File: src/rtl/btn_pkg.sv
`timescale 1ns/1ps
`default_nettype none
// +--------------------------------------------------------------------------+
// | Module   : btn_pkg                                                       |
// | Purpose  : Shared button indices, timing defaults, ms-to-cycles helper.  |
// | Revision : 1.0                                                           |
// +--------------------------------------------------------------------------+
package btn_pkg;

  localparam int BTN_C = 0;
  localparam int BTN_U = 1;
  localparam int BTN_L = 2;
  localparam int BTN_R = 3;
  localparam int BTN_D = 4;

  localparam int DEF_CLK_HZ           = 25_000_000;
  localparam int DEF_DEBOUNCE_MS      = 10;
  localparam int DEF_REPEAT_DELAY_MS  = 500;
  localparam int DEF_REPEAT_PERIOD_MS = 100;

  function automatic int ms_to_cycles(input int clk_hz, input int ms);
    return (clk_hz / 1000) * ms;
  endfunction

endpackage
`default_nettype wire

File: src/rtl/debounce_channel.sv
`timescale 1ns/1ps
`default_nettype none
// +--------------------------------------------------------------------------+
// | Module   : debounce_channel                                              |
// | Purpose  : One button: 2-flop sync, counter debounce, press/release      |
// |            pulses; auto-repeat when BUTTON_CONDITIONER_AUTOREPEAT_EN.    |
// | Revision : 1.0                                                           |
// +--------------------------------------------------------------------------+
module debounce_channel
  import btn_pkg::*;
#(
  parameter int DB_CYCLES     = 4
`ifdef BUTTON_CONDITIONER_AUTOREPEAT_EN
  ,
  parameter int REPEAT_DELAY  = 10,
  parameter int REPEAT_PERIOD = 3
`endif
) (
  input  logic clk,
  input  logic rst_n,
  input  logic raw_i,
  output logic level_o,
  output logic press_o,
  output logic release_o
);

  localparam int            CW        = $clog2(DB_CYCLES);
  localparam logic [CW-1:0] c_CNT_MAX = CW'(DB_CYCLES - 1);

  logic          s1_q, s2_q;
  logic          level_q, level_d;
  logic          press_q, press_d;
  logic          release_q, release_d;
  logic [CW-1:0] cnt_q, cnt_d;
  logic          w_toggle;

  // The counter clears on toggle, so it never has to wrap.
  always_comb begin
    w_toggle  = (s2_q != level_q) && (cnt_q == c_CNT_MAX);
    level_d   = level_q ^ w_toggle;
    release_d = w_toggle & level_q;
    if ((s2_q == level_q) || w_toggle) begin
      cnt_d = '0;
    end else begin
      cnt_d = cnt_q + 1'b1;
    end
  end

`ifdef BUTTON_CONDITIONER_AUTOREPEAT_EN
  localparam int RMAX = (REPEAT_DELAY > REPEAT_PERIOD) ? REPEAT_DELAY : REPEAT_PERIOD;
  localparam int RW   = $clog2(RMAX + 1);
  localparam logic [RW-1:0] c_DELAY_LAST  = RW'(REPEAT_DELAY - 1);
  localparam logic [RW-1:0] c_PERIOD_LAST = RW'(REPEAT_PERIOD - 1);

  logic [RW-1:0] rcnt_q, rcnt_d;
  logic          first_q, first_d;
  logic          w_rep_hit;

  // first_q selects the initial hold delay; afterwards the shorter period.
  always_comb begin
    rcnt_d    = rcnt_q;
    first_d   = first_q;
    w_rep_hit = 1'b0;
    if (!level_q || w_toggle) begin
      rcnt_d  = '0;
      first_d = 1'b1;
    end else if (rcnt_q == (first_q ? c_DELAY_LAST : c_PERIOD_LAST)) begin
      rcnt_d    = '0;
      first_d   = 1'b0;
      w_rep_hit = 1'b1;
    end else begin
      rcnt_d = rcnt_q + 1'b1;
    end
    press_d = (w_toggle & ~level_q) | w_rep_hit;
  end

  always_ff @(posedge clk or negedge rst_n) begin
    if (!rst_n) begin
      rcnt_q  <= '0;
      first_q <= 1'b1;
    end else begin
      rcnt_q  <= rcnt_d;
      first_q <= first_d;
    end
  end
`else
  always_comb begin
    press_d = w_toggle & ~level_q;
  end
`endif

  always_ff @(posedge clk or negedge rst_n) begin
    if (!rst_n) begin
      s1_q      <= 1'b0;
      s2_q      <= 1'b0;
      cnt_q     <= '0;
      level_q   <= 1'b0;
      press_q   <= 1'b0;
      release_q <= 1'b0;
    end else begin
      s1_q      <= raw_i;
      s2_q      <= s1_q;
      cnt_q     <= cnt_d;
      level_q   <= level_d;
      press_q   <= press_d;
      release_q <= release_d;
    end
  end

  assign level_o   = level_q;
  assign press_o   = press_q;
  assign release_o = release_q;

endmodule
`default_nettype wire

File: src/rtl/button_conditioner.sv
`timescale 1ns/1ps
`default_nettype none
// +--------------------------------------------------------------------------+
// | Module   : button_conditioner                                            |
// | Purpose  : NUM_BTN independent debounced buttons with press/release      |
// |            pulses; BUTTON_CONDITIONER_AUTOREPEAT_EN adds hold-repeat.    |
// | Revision : 1.0                                                           |
// +--------------------------------------------------------------------------+
module button_conditioner
  import btn_pkg::*;
#(
  parameter int NUM_BTN          = 5,
  parameter int CLK_HZ           = DEF_CLK_HZ,
  parameter int DEBOUNCE_MS      = DEF_DEBOUNCE_MS
`ifdef BUTTON_CONDITIONER_AUTOREPEAT_EN
  ,
  parameter int REPEAT_DELAY_MS  = DEF_REPEAT_DELAY_MS,
  parameter int REPEAT_PERIOD_MS = DEF_REPEAT_PERIOD_MS
`endif
) (
  input  logic               clk,
  input  logic               rst_n,
  input  logic [NUM_BTN-1:0] btn_raw,
  output logic [NUM_BTN-1:0] btn_level,
  output logic [NUM_BTN-1:0] btn_press,
  output logic [NUM_BTN-1:0] btn_release
);

  localparam int DB_CYCLES = ms_to_cycles(CLK_HZ, DEBOUNCE_MS);

  generate
    if (DB_CYCLES < 2) begin : g_db_check
      $error("button_conditioner: DB_CYCLES must be at least 2");
    end
  endgenerate

  generate
    for (genvar i = 0; i < NUM_BTN; i++) begin : g_chan
      debounce_channel #(
        .DB_CYCLES     (DB_CYCLES)
`ifdef BUTTON_CONDITIONER_AUTOREPEAT_EN
        ,
        .REPEAT_DELAY  (ms_to_cycles(CLK_HZ, REPEAT_DELAY_MS)),
        .REPEAT_PERIOD (ms_to_cycles(CLK_HZ, REPEAT_PERIOD_MS))
`endif
      ) u_chan (
        .clk       (clk),
        .rst_n     (rst_n),
        .raw_i     (btn_raw[i]),
        .level_o   (btn_level[i]),
        .press_o   (btn_press[i]),
        .release_o (btn_release[i])
      );
    end
  endgenerate

endmodule
`default_nettype wire

File: config.mk
export PLATFORM = sky130hd
export DESIGN_NAME = button_conditioner
export DESIGN_NICKNAME = d
export VERILOG_FILES = /design/src/rtl/btn_pkg.sv /design/src/rtl/debounce_channel.sv /design/src/rtl/button_conditioner.sv
export SDC_FILE = /design/constraint.sdc
export NUM_CORES = 1
export LEC_CHECK = 0
export ABC_AREA = 1
export BUFFER_PORTS_ARGS = -buffer_cell sky130_fd_sc_hd__buf_2
export CAP_MARGIN = 20
export CORE_ASPECT_RATIO = 0.6
export CORE_UTILIZATION = 65
export DETAILED_ROUTE_END_ITERATION = 7
export PLACE_DENSITY = 0.83
export SYNTH_ARGS = -nofsm -noshare
export SYNTH_HDL_FRONTEND = slang
export SYNTH_HIERARCHICAL = 1
export SYNTH_SLANG_ARGS = --single-unit
File: constraint.sdc
create_clock -name clk -period 2.9 [get_ports clk]
set_input_delay 0.29 -clock clk [delete_from_list [all_inputs] [get_ports clk]]
set_output_delay 0.29 -clock clk [all_outputs]
set_load 0.01 [all_outputs]
==> impl_metrics.yaml <==
run_status:
  outcome: "completed"
routing:
  drc: 0
  drtPass1Iterations: 5
  route.antenna.remaining_nets: 0
  drt-wirelength-per-cell_um: 14.13
  post_drt_via_cell_ratio: 5.426
  drt_wl_total_um: 13560
  drt_iter0_drc: 361
  vias: 5209
logic_synthesis:
  synth_area_leaders: "dfrtp_1, nand2_1, nor2_2, nor2_1, xor2_1"
  syn_area_per_cell_sq_um: 8.352
  syn_nets: 797
  synth_top_area_share_pct: 43.89
  synth.distinct_cells: 25
  yosysWarnings: 6
  netlist_area_sq_um: 6556
  yosysSeqAreaShare_pct: 43.89
  ys_ff_latch: 115
  netlist_instances: 785
  yosysTopAreaCell: "dfrtp_1"
critical_path:
  cpPeakStageDelay_ns: 0.43
  crit_fanout: 5
  critPathArrivalTime_ns: 1.87
  crit_top_cell: "nand2_2"
  slowest_stage: "dfrtp_1"
  critPathRequiredTime_ns: 3.18
  r2r_setup_slack_ns: 1.31
  crit-reg2reg-launch: "g_chan[3].u_chan/cnt_q[0]"
  critical_path.endpoint_type: "register"
  cp_top_family: "simple AND/OR/NAND/NOR gates"
  path_cells: "ha_1 > nand2_2 > nor2_4 > nand2_2 > clkinv_2 > nand4_1 > nand2_1 > nor2_1"
  critPathBufInv: 1
  critPathLaunch: "g_chan[3].u_chan/cnt_q[0]"
  ff2ff_path_depth: 8
  timing.rr.end: "g_chan[3].u_chan/cnt_q[10]"
  cp-start-kind: "register"
  critPathKind: "reg -> reg"
clock_tree:
  cts.sinks: 115
  cts_buffers: 17
  ctsHoldBuffers: 6
  cts-root-buf: "clkbuf_16"
  clock_latency_ns: 0.41
  post_cts_buffers: 0
  clockBufferDepth: 2
  h-tree-depth: 4
  tritoncts: "yes"
  cts_resized: 0
  clkTransAtPathRegs_ns: 0.05
timing:
  maxSlewViolCount: 0
  rsz0062_at_grt: "false"
  fin_skew_ns: 0.007877
  finalWorstSetupSlack_ns: 1.309
  setup_viol: 0
  maxSlewHeadroom_pct: 56.81
  tightest_slew_ns: 0.6479
  finalHoldViolations: 0
  holdWs_ns: 0.3519
  fmax_ghz: 0.6287
  period_minus_slack_ns: 1.591
  tns_ns: 0
  finalCritPeriodShare_pct: 54.85
placement:
  dpl.hpwl_um: 9375
  dpl.cell_count: 922
  post-place-ws_ns: 1.381
  port_buffers: 21
  placed_area_sq_um: 6653
  place_congestion: 0.9141
final_layout:
  final_core_util_pct: 76.67
  finalNetCount: 829
  drive_gt1_share_pct: 23.86
  final_cells: 960
  mostFrequentLayoutCells: "nand2_1, dfrtp_1, nor2_1"
  area_delta_synth_final_pct: 11.01
  layout_commonest_cell: "nand2_1"
  insertedDiodeCount: 0
  fillers: 624
  design_area_sq_um: 7278
global_routing:
  grt_antenna_before_repair: 0
  grt_pass1_vias: 5053
  grt_pass1_wl_um: 23820
  grt_max_degree: 66
  grt_usage_pct: 29.17
  gr-total-overflow: 0
power_and_ir_drop:
  power.total_mw: 3.746
  p_int_mw: 2.888
  share_comb_of_total_power_pct: 3.6
  switching_share_pct: 22.90
  p_leak_nw: 2.987
  p_per_area_nw_per_um2: 514.7
  clkPwrFrac_pct: 52.2
  ir_worst_vdd_v: 0.0004901
  p_seq_share_pct: 44.2
  power.switching_uw: 857.9
hold_path:
  hold_path.startpoint: "g_chan[4].u_chan/s1_q"
  holdPathStages: 0
  hold_class: "reg -> reg"
  hold_end: "g_chan[4].u_chan/s2_q"
floorplan:
  core-area_sq_um: 9493
  row_count: 27
  io_pins: 22
  die_h_um: 79.80
  start_util_pct: 69.07
  die_area_sq_um: 10510
  die_w_um: 131.7
flow_run:
  cap_violations: 0
==> power groups by stage <==
stage	registers [mW]	logic (mW)	clock network (mW)
after floorplan	1.68	0.0901	0
after global placement	1.68	0.124	0
after global routing	1.66	0.154	2.07
after detailed placement	1.68	0.129	0
after CTS	1.65	0.138	1.98
final	1.65	0.135	1.96
==> kinds of logic after synthesis <==
| family | after synthesis | share of synthesized area, % |
|---|---|---|
| fa+ha+maj | 5 | 0.9542 |
| simple gates | 505 | 39.79 |
| compound gates | 30 | 2.672 |
| buf+inv | 90 | 7.347 |
| flops | 115 | 43.89 |
| xor+xnor | 40 | 5.343 |
==> area by class of cell <==
cell class                      instances  area, sq um  share of cell area (%)
Multi-Input combinational cell        580         3197                   43.92
Clock inverter                         12        108.9                   1.496
Sequential cell                       115         2878                   39.54
Timing Repair Buffer                   28        187.7                   2.579
Inverter                               75        287.8                   3.954
Clock buffer                           20        456.7                   6.275
Tap cell                              130        162.7                   2.235
==> worst max path at each step <==
stage / to / slack (ns) / depth (start not counted)
6_report: g_chan[3].u_chan/cnt_q[10] / 1.31 / 8
5_1_grt: g_chan[3].u_chan/cnt_q[13] / 1.19 / 6
4_1_cts: g_chan[3].u_chan/cnt_q[13] / 1.33 / 6
3_5_place_dp: g_chan[3].u_chan/cnt_q[10] / 1.38 / 6
3_3_place_gp: g_chan[3].u_chan/cnt_q[17] / 1.46 / 6
2_1_floorplan: g_chan[0].u_chan/cnt_q[15] / 1.57 / 7
==> state kept, by name, indices dropped and copies added (netlist names), named ones only <==
register	count
g_chan.u_chan/press_o	5
g_chan.u_chan/s2_q	5
g_chan.u_chan/s1_q	5
g_chan.u_chan/release_o	5
g_chan.u_chan/cnt_q	90
==> layer usage <==
layer	GRT usage, %	share of wire, %	vias to the layer above	wire length (um)
met5	0	0	-	0
met4	10.81	1.4	0	185
met3	6.857	5.5	27	745
met2	45.34	45	157	6064
met1	40.10	48	2477	6566
li1	-	-	2548	-
==> cells in the mapped netlist, drive strengths merged <==
master / n
a21oi: 10
buf: 15
clkinv: 5
dfrtp: 115
ha: 5
inv: 70
nand2: 195
nand3: 50
nand3b: 10
nand4: 40
nor2: 200
nor3: 5
o21ai: 10
o21bai: 10
or2: 5
xnor2: 10
xor2: 30
No activity file was read; power rests on OpenSTA's default activity.
